<file path="config.mk">
export PLATFORM = sky130hd
export DESIGN_NAME = cp0_count_timer_flat
export DESIGN_NICKNAME = d
export VERILOG_FILES = /design/src/rtl/cp0_count_timer_if.sv /design/src/rtl/cp0_count_timer.sv /design/src/flat_wrapper.sv
export SDC_FILE = /design/constraint.sdc
export NUM_CORES = 1
export LEC_CHECK = 0
export CAP_MARGIN = 0
export CORE_UTILIZATION = 45
export DETAILED_ROUTE_END_ITERATION = 10
export PLACE_DENSITY = 0.84
export SYNTH_ARGS = -nofsm -noshare
export SYNTH_HDL_FRONTEND = slang
export SYNTH_SLANG_ARGS = --single-unit
export TNS_END_PERCENT = 100
</file>
<file path="constraint.sdc">
create_clock -name clk -period 3.5 [get_ports clk]
set_input_delay 0.7 -clock clk [delete_from_list [all_inputs] [get_ports clk]]
set_output_delay 0.7 -clock clk [all_outputs]
set_load 0.05 [all_outputs]
</file>
<file path="src/rtl/cp0_count_timer_if.sv">
// cp0_count_timer_if
// Bundles the software-facing signals of the CP0 Count/timer block.
//   master : CP0 side. Drives the Count write, the Compare value, the
//            Compare write strobe and halt. Reads Count, tick and timer_int.
//   slave  : the timer itself (cp0_count_timer).
// Ports carried:
//   count_we, write_data   MTC0 Count write strobe and data
//   compare_val            current Compare value from compare_unit
//   compare_we             Compare was written this cycle
//   halt                   freeze Count
//   count_rd               registered Count value
//   tick                   one-cycle pulse on each Count increment
//   timer_int              level timer interrupt request (IP7)
interface cp0_count_timer_if #(
  parameter int WIDTH = 32
);
  logic             count_we;
  logic [WIDTH-1:0] write_data;
  logic [WIDTH-1:0] compare_val;
  logic             compare_we;
  logic             halt;
  logic [WIDTH-1:0] count_rd;
  logic             tick;
  logic             timer_int;

  modport master (
    output count_we, write_data, compare_val, compare_we, halt,
    input  count_rd, tick, timer_int
  );

  modport slave (
    input  count_we, write_data, compare_val, compare_we, halt,
    output count_rd, tick, timer_int
  );
endinterface

</file>
<file path="src/rtl/cp0_count_timer.sv">
// cp0_count_timer
// CP0 Count register and timer interrupt source. It sits beside compare_unit.
// Count advances once every COUNT_DIV clocks. Software can write Count directly.
// A rising match of Count against Compare raises timer_int. timer_int stays
// high until software rewrites Compare.
// Ports:
//   clk  in  system clock, rising edge
//   rst  in  synchronous active-high reset
//   bus  slave modport of cp0_count_timer_if. It carries count_we,
//        write_data, compare_val, compare_we and halt in, and count_rd,
//        tick and timer_int out. All outputs are registered.
module cp0_count_timer #(
  parameter int WIDTH     = 32,
  parameter int COUNT_DIV = 2
) (
  input logic             clk,
  input logic             rst,
  cp0_count_timer_if.slave bus
);

  localparam int                DIV_W    = (COUNT_DIV > 1) ? $clog2(COUNT_DIV) : 1;
  localparam logic [DIV_W-1:0] DIV_LAST = DIV_W'(COUNT_DIV - 1);

  typedef enum logic [0:0] {
    ST_IDLE = 1'b0,
    ST_PEND = 1'b1
  } int_state_e;

  logic [WIDTH-1:0] count_q, count_d;
  logic [DIV_W-1:0] div_cnt_q, div_cnt_d;
  logic             tick_q, tick_d;
  logic             match_prev_q, match_prev_d;
  int_state_e       state_q, state_d;
  logic             timer_int_q, timer_int_d;
  logic             match_s;
  logic             rise_s;

  // Count and prescaler next state. A Count write beats halt, and halt beats the increment.
  always_comb begin
    count_d   = count_q;
    div_cnt_d = div_cnt_q;
    tick_d    = 1'b0;
    if (bus.count_we) begin
      count_d   = bus.write_data;
      div_cnt_d = '0;
    end else if (bus.halt) begin
      count_d   = count_q;
      div_cnt_d = div_cnt_q;
    end else if (div_cnt_q == DIV_LAST) begin
      // Count wraps modulo 2^WIDTH, with no carry out.
      count_d   = count_q + WIDTH'(1);
      div_cnt_d = '0;
      tick_d    = 1'b1;
    end else begin
      div_cnt_d = div_cnt_q + DIV_W'(1);
    end
  end

  // Match edge detection. Only the first cycle of equality counts as a rise,
  // so a frozen or still-equal Count cannot raise the interrupt twice.
  always_comb begin
    match_s      = (count_q == bus.compare_val);
    rise_s       = match_s & ~match_prev_q;
    match_prev_d = match_s;
  end

  // Interrupt FSM next state. A Compare write beats a rise in the same cycle.
  always_comb begin
    state_d = state_q;
    case (state_q)
      ST_IDLE: begin
        if (rise_s && !bus.compare_we) begin
          state_d = ST_PEND;
        end else begin
          state_d = ST_IDLE;
        end
      end
      ST_PEND: begin
        if (bus.compare_we) begin
          state_d = ST_IDLE;
        end else begin
          state_d = ST_PEND;
        end
      end
      default: state_d = ST_IDLE;
    endcase
    timer_int_d = (state_d == ST_PEND);
  end

  // State registers. match_prev resets to 1 so that Count=0 against Compare=0
  // does not fire straight out of reset.
  always_ff @(posedge clk) begin
    if (rst) begin
      count_q      <= '0;
      div_cnt_q    <= '0;
      tick_q       <= 1'b0;
      match_prev_q <= 1'b1;
      state_q      <= ST_IDLE;
      timer_int_q  <= 1'b0;
    end else begin
      count_q      <= count_d;
      div_cnt_q    <= div_cnt_d;
      tick_q       <= tick_d;
      match_prev_q <= match_prev_d;
      state_q      <= state_d;
      timer_int_q  <= timer_int_d;
    end
  end

  assign bus.count_rd  = count_q;
  assign bus.tick      = tick_q;
  assign bus.timer_int = timer_int_q;

endmodule

</file>
<file path="src/flat_wrapper.sv">
// flat-port wrapper written by rule: the top's interface ports become plain ports
module cp0_count_timer_flat 
#(
  parameter int WIDTH     = 32,
  parameter int COUNT_DIV = 2
)
  (clk, rst, bus_count_we, bus_write_data, bus_compare_val, bus_compare_we, bus_halt, bus_count_rd, bus_tick, bus_timer_int);
  cp0_count_timer_if #(.WIDTH(WIDTH)) bus_i ();
  input logic clk;
  input logic rst;
  input wire logic [$bits(bus_i.count_we)-1:0] bus_count_we;
  input wire logic [$bits(bus_i.write_data)-1:0] bus_write_data;
  input wire logic [$bits(bus_i.compare_val)-1:0] bus_compare_val;
  input wire logic [$bits(bus_i.compare_we)-1:0] bus_compare_we;
  input wire logic [$bits(bus_i.halt)-1:0] bus_halt;
  output wire logic [$bits(bus_i.count_rd)-1:0] bus_count_rd;
  output wire logic [$bits(bus_i.tick)-1:0] bus_tick;
  output wire logic [$bits(bus_i.timer_int)-1:0] bus_timer_int;
  assign bus_i.count_we = bus_count_we;
  assign bus_i.write_data = bus_write_data;
  assign bus_i.compare_val = bus_compare_val;
  assign bus_i.compare_we = bus_compare_we;
  assign bus_i.halt = bus_halt;
  assign bus_count_rd = bus_i.count_rd;
  assign bus_tick = bus_i.tick;
  assign bus_timer_int = bus_i.timer_int;
  cp0_count_timer #(.WIDTH(WIDTH), .COUNT_DIV(COUNT_DIV)) u_core (.clk(clk), .rst(rst), .bus(bus_i));
endmodule
</file>
# Word-level counts from Yosys, hierarchy flattened
# Cells that the tools add are included.
[totals]
ff_bits = 36
in_bits = 69
out_inout_bits = 34
word_cells = 26
[op_classes]
n_addsub = 2
n_eq_ne = 2
mux = 8
n_bitwise = 3
reduce_logical = 6
[op_table]
columns = ["cell", "n"]
rows = [
  ["two-way mux 32 bit", 3],
  ["adder 32 x 1 -> 32 bit (second input constant)", 1],
  ["equality test 32 bit", 1],
  ["two-way mux 1 bit", 4],
  ["OR reduction 3 bit", 1],
  ["inequality test 2 bit (second input constant)", 1],
  ["inverter 1 bit", 2],
  ["one-hot mux 1 bit (2 select lines)", 1],
  ["AND reduction 2 bit", 1],
  ["nonzero test 2 bit", 1],
  ["OR reduction 2 bit", 1],
  ["adder 1 bit (second input constant)", 1],
  ["bitwise AND 1 bit", 1],
  ["logical AND 1 bit", 1],
  ["zero test 1 bit", 1],
]

# Depth between registers and ports, before layout
[logic_depth]
word_depth = 5
ltp_mapped = 6
ltp_nobuf = 6

# Worst setup path after synthesis
# Ideal clock, no wire load.
[synth_timing]
path_type = "reg2reg"
startpoint = "register u_core.count_q[8], in the netlist u_core.bus.count_rd[8]"
endpoint = "register u_core.count_q[20], in the netlist u_core.bus.count_rd[20]"
setup_ns = 0.078
t_arrival_ns = 2.212
t_required_ns = 3.422
slack_ns = 1.210
stages_incl_launch_ff = 7
n_path_buf = 1
synth_period_minus_slack_ns = 2.290
path_cell_list = "dfxtp_1 nand4_2 or3_1 buf_6 nor4_1 mux2_2 nor3_1"
[synth_via]
elab_chain_len = 4
[synth_lines]
columns = ["element", "line", "text"]
rows = [
  ["start, declared", "cp0_count_timer.sv:29", "logic [WIDTH-1:0] count_q, count_d;"],
  ["start signal, assigned", "cp0_count_timer.sv:101", "count_q <= count_d;"],
  ["adder 32 x 1 -> 32 bit", "cp0_count_timer.sv:51", "count_d = count_q + WIDTH'(1);"],
  ["two-way mux 32 bit", "cp0_count_timer.sv:49", "end else if (div_cnt_q == DIV_LAST) begin"],
  ["two-way mux 32 bit", "cp0_count_timer.sv:46", "end else if (bus.halt) begin"],
  ["two-way mux 32 bit", "cp0_count_timer.sv:43", "if (bus.count_we) begin"],
]
# No other way between the ends. The select of a mux whose other input is x is not followed.
# A chain may end at the register's enable or synchronous reset.

# Worst setup path after layout
[layout_timing]
startpoint = "input bus_halt"
endpoint = "register u_core.count_q[20], in the netlist u_core.bus.count_rd[20]"
[layout_via]
elab_chain_len = 2
[layout_lines]
columns = ["element", "line", "text"]
rows = [
  ["start, declared", "flat_wrapper.sv:15", "input wire logic [$bits(bus_i.halt)-1:0] bus_halt;"],
  ["inequality test 2 bit (no line)", "n/a", ""],
  ["AND reduction 2 bit (no line)", "n/a", ""],
]
# No other way between the ends.

==> impl_results.md <==
* Max stage delay cell, worst path: clkdlybuf4s50_1
* Clock tree buffer depth at 2
* Initial antenna violation count at 0
* Final Skew at about 7.5 ps
* Commonest cells post-synth: xnor2_1 (47), dfxtp_1 (36), nor2_1 (29)
* Pre-antenna DRT Iters at 5
* Simple-gate area share of the yosys netlist at 0.328
* Vias in the first global route at 2372
* Peak fanout along the critical path at 9
* CTS Buf Count at 5
* Io pins at 103
* Syn_nets at around 370
* Cell with the most instances after synthesis: xnor2_1
* Fraction of the mapped netlist area in adder cells at 0.00517
* Max incr delay on CP at 470 ps
* Post-Synth XOR/XNOR Area at 0.181
* # resized after CTS at 0
* Die area at 0.00567 mm^2
* Hold Startpoint: u_core.match_prev_q
* Synth area leader: dfxtp_1
* Yosys Warn Count at 0
* RSZ-0062 raised after global routing: false
* Hold_ws at 416 ps
* Routed Antenna Nets at 0
* Pins Over Slew Limit at 0
* Reg-to-reg critical path startpoint: u_core.bus.count_rd[8]
* Drt total wl at around 7.7 mm
* Met3 GRT Util at 0.0542
* Critical path launch point type: input pin
* Average wire per standard cell at around 17 um
* Post-CTS Hold Buffers at 0
* Pin count of the biggest net entering global routing at 46
* Synth Area per Inst at 8.20 um^2
* Distinct cell type count after synthesis at 46
* Placeable Area at 0.00514 mm^2
* Crit path from: bus_halt
* Reg2Reg Setup Slack at 1150 ps
* Met2 Usage GRT at 0.449
* Synth area leaders: dfxtp_1 (30%), xnor2_1 (17%), nor2_1 (4.5%)
* Largest family of logic cells by synthesized area: simple AND/OR/NAND/NOR gates
* Slew @ Worst Pin at 606 ps
* # Post-CTS Setup Buffers at 0
* Clk Latency, worst-skew pair at between 200 and 300 ps
* CTS H-Tree Depth at 2
* DP Cell Count at 454
* Fin cells at 461
* Remaining global-route overflow at 0
* Busiest grt layer: met2
* Synth Area in Compound Gates at 0.132
* Asr flop ratio synth at 0
* DR DRC count at 0
* Buf/Inv on CP at 1
* Die Wd at 75.3 um
* Total power at 1.11 mW
* Finished Cell Area at 0.00356 mm^2
* Reg2Reg Depth at 5
* Via Count at 2657
* Row count at 26
* Multi-input logic area at 0.00161 mm^2
* Initial core utilization at 0.471
* Critical Path RT at 3700 ps
* Clock transition at the registers of the reported paths at 70 ps
* Post-synth EDFFs at 0
* CTS Root Buffer Type: clkbuf_8
* GR Util met1 at 0.381
* Post-layout min period at 2540 ps
* Pwr Density at 311 mW/mm^2
* GRT Util Overall at 0.282
* TritonCTS clock tree: yes
* Seq/Total Area, Yosys at 0.298
* Final period util at 0.725
* Starting DRT DRC Count at between 200 and 250
* Post-synth top area share at 0.298
* Setup TNS Final at 0 ps
* Status: finished, final reports clean
* Crit path to: u_core.bus.count_rd[20]
* Fin nets at ~460
* Synthesized area at roughly 0.0024 mm^2
* Layout fillers at 453
* Worst hold-check path type: reg -> reg
* Height of the die at between 70 and 80 um
* Mux share of post-synthesis cell area at 0.0176
* Critical path class: in -> reg
* WP data arrival at between 2000 and 3000 ps
* # clock sinks at 36
* CP endpoint kind: flip-flop
* Yosys reg bits at 36
* Dpl cell area at about 0.0035 mm^2
* Leak at 1.17 nW
* Global placement routability congestion at 0.869
* Max VDD drop at approximately 0.20 mV
* Storage cell area at 721 um^2
* Max-cap viol count at 0
* Headroom to the max-slew limit at 0.595
* N_diodes at 0
* Finish-stage setup viols at 0
* Worst reg2reg endpoint: u_core.bus.count_rd[20]
* Layout area overhead at 47.1%
* Highest Clock Rate at ~0.39 GHz
* Critical-path cell list: clkdlybuf4s50_1 > and4b_1 > nand3_2 > nor4_1 > mux2_2 > nor3_1
* Final Hold Fails at 0
* Port bufs at ~100
* CP top delay family: simple AND/OR/NAND/NOR gates
* First-pass GRT wire length at 11.9 mm
* Share of cells above drive strength 1 at 0.0691
* Vias per std cell at just under 6
* Dominant synthesized flop cell: dfxtp_1
* Syn Inst Count at 295
* DP HPWL at roughly 5.7 mm
* WP depth at 6
==> where the power goes <==
part,internal (mW),switching [mW]
sequential,0.435,0.0496
clock,0.135,0.144
combinational,0.168,0.175
total,0.738,0.368
==> layout make-up <==
cell class,count,area share
timing repair buffer,106,0.295
clock buffer,6,0.0204
tap,70,0.0246
inverter,4,0.00422
clock inverter,1,0.00141
sequential,36,0.203
multi-input combinational,238,0.451
==> how the worst min path moves through the flow <==
stage / to / slack, ps / cells after the start
floorplan: u_core.state_q / 390 / 1
global placement: u_core.state_q / 400 / 1
detailed placement: u_core.state_q / 410 / 1
CTS: u_core.state_q / 420 / 1
global route: u_core.state_q / 420 / 1
finish: u_core.state_q / 420 / 1
==> through the flow <==
stage / setup WS (ps) / utilization
floorplan: 1210 / -
detailed placement: 789 / 0.677
global placement: 837 / 0.677
global route: 836 / 0.692
CTS: 998 / 0.692
finish: 963 / 0.692
==> flip-flops by register name, summed over array words and instances (netlist names) <==
signal,count
u_core.bus.count_rd,32
u_core.state_q,1
u_core.match_prev_q,1
u_core.div_cnt_q,1
u_core.bus.tick,1
==> layout by cell type, fill, tap and decap left out, types with 3 or more instances in the layout <==
cell and count:
a21oi_1 12, nand3_1 11, a211oi_1 10, xor2_1 3, nor3_1 10, nand4_1 13
buf_4 4, and3_1 7, and4_1 3, o211ai_1 4, nor2b_1 7, clkdlybuf4s50_1 102
clkbuf_8 5, nand2_1 27, nor4_1 13, xnor2_1 47, a2111oi_2 4, dfxtp_1 36
o21bai_1 3, inv_1 3, or3_1 3, nor4_4 3, nor2_1 29
==> per-layer routing <==
layer / up-vias / part of all wire
li1: 1258 / -
met2: 155 / 0.46
met4: 0 / 0.015
met3: 15 / 0.088
met5: - / 0
met1: 1229 / 0.43
==> worst register-to-register path: cells and delay by family (launching register included) <==
kind	cells	cell delay, ps
simple gates	4	1360
flops	1	520
mux	1	380
==> cell families (layout without fill, tap and decap cells) <==
kind of cell	Yosys count	count (layout)
xor+xnor	50	50
mux	4	4
simple gates	140	140
compound gates	43	43
fa+ha+maj	1	1
flops	36	36
buf+inv	21	117
(Power assumes the default switching activity.)
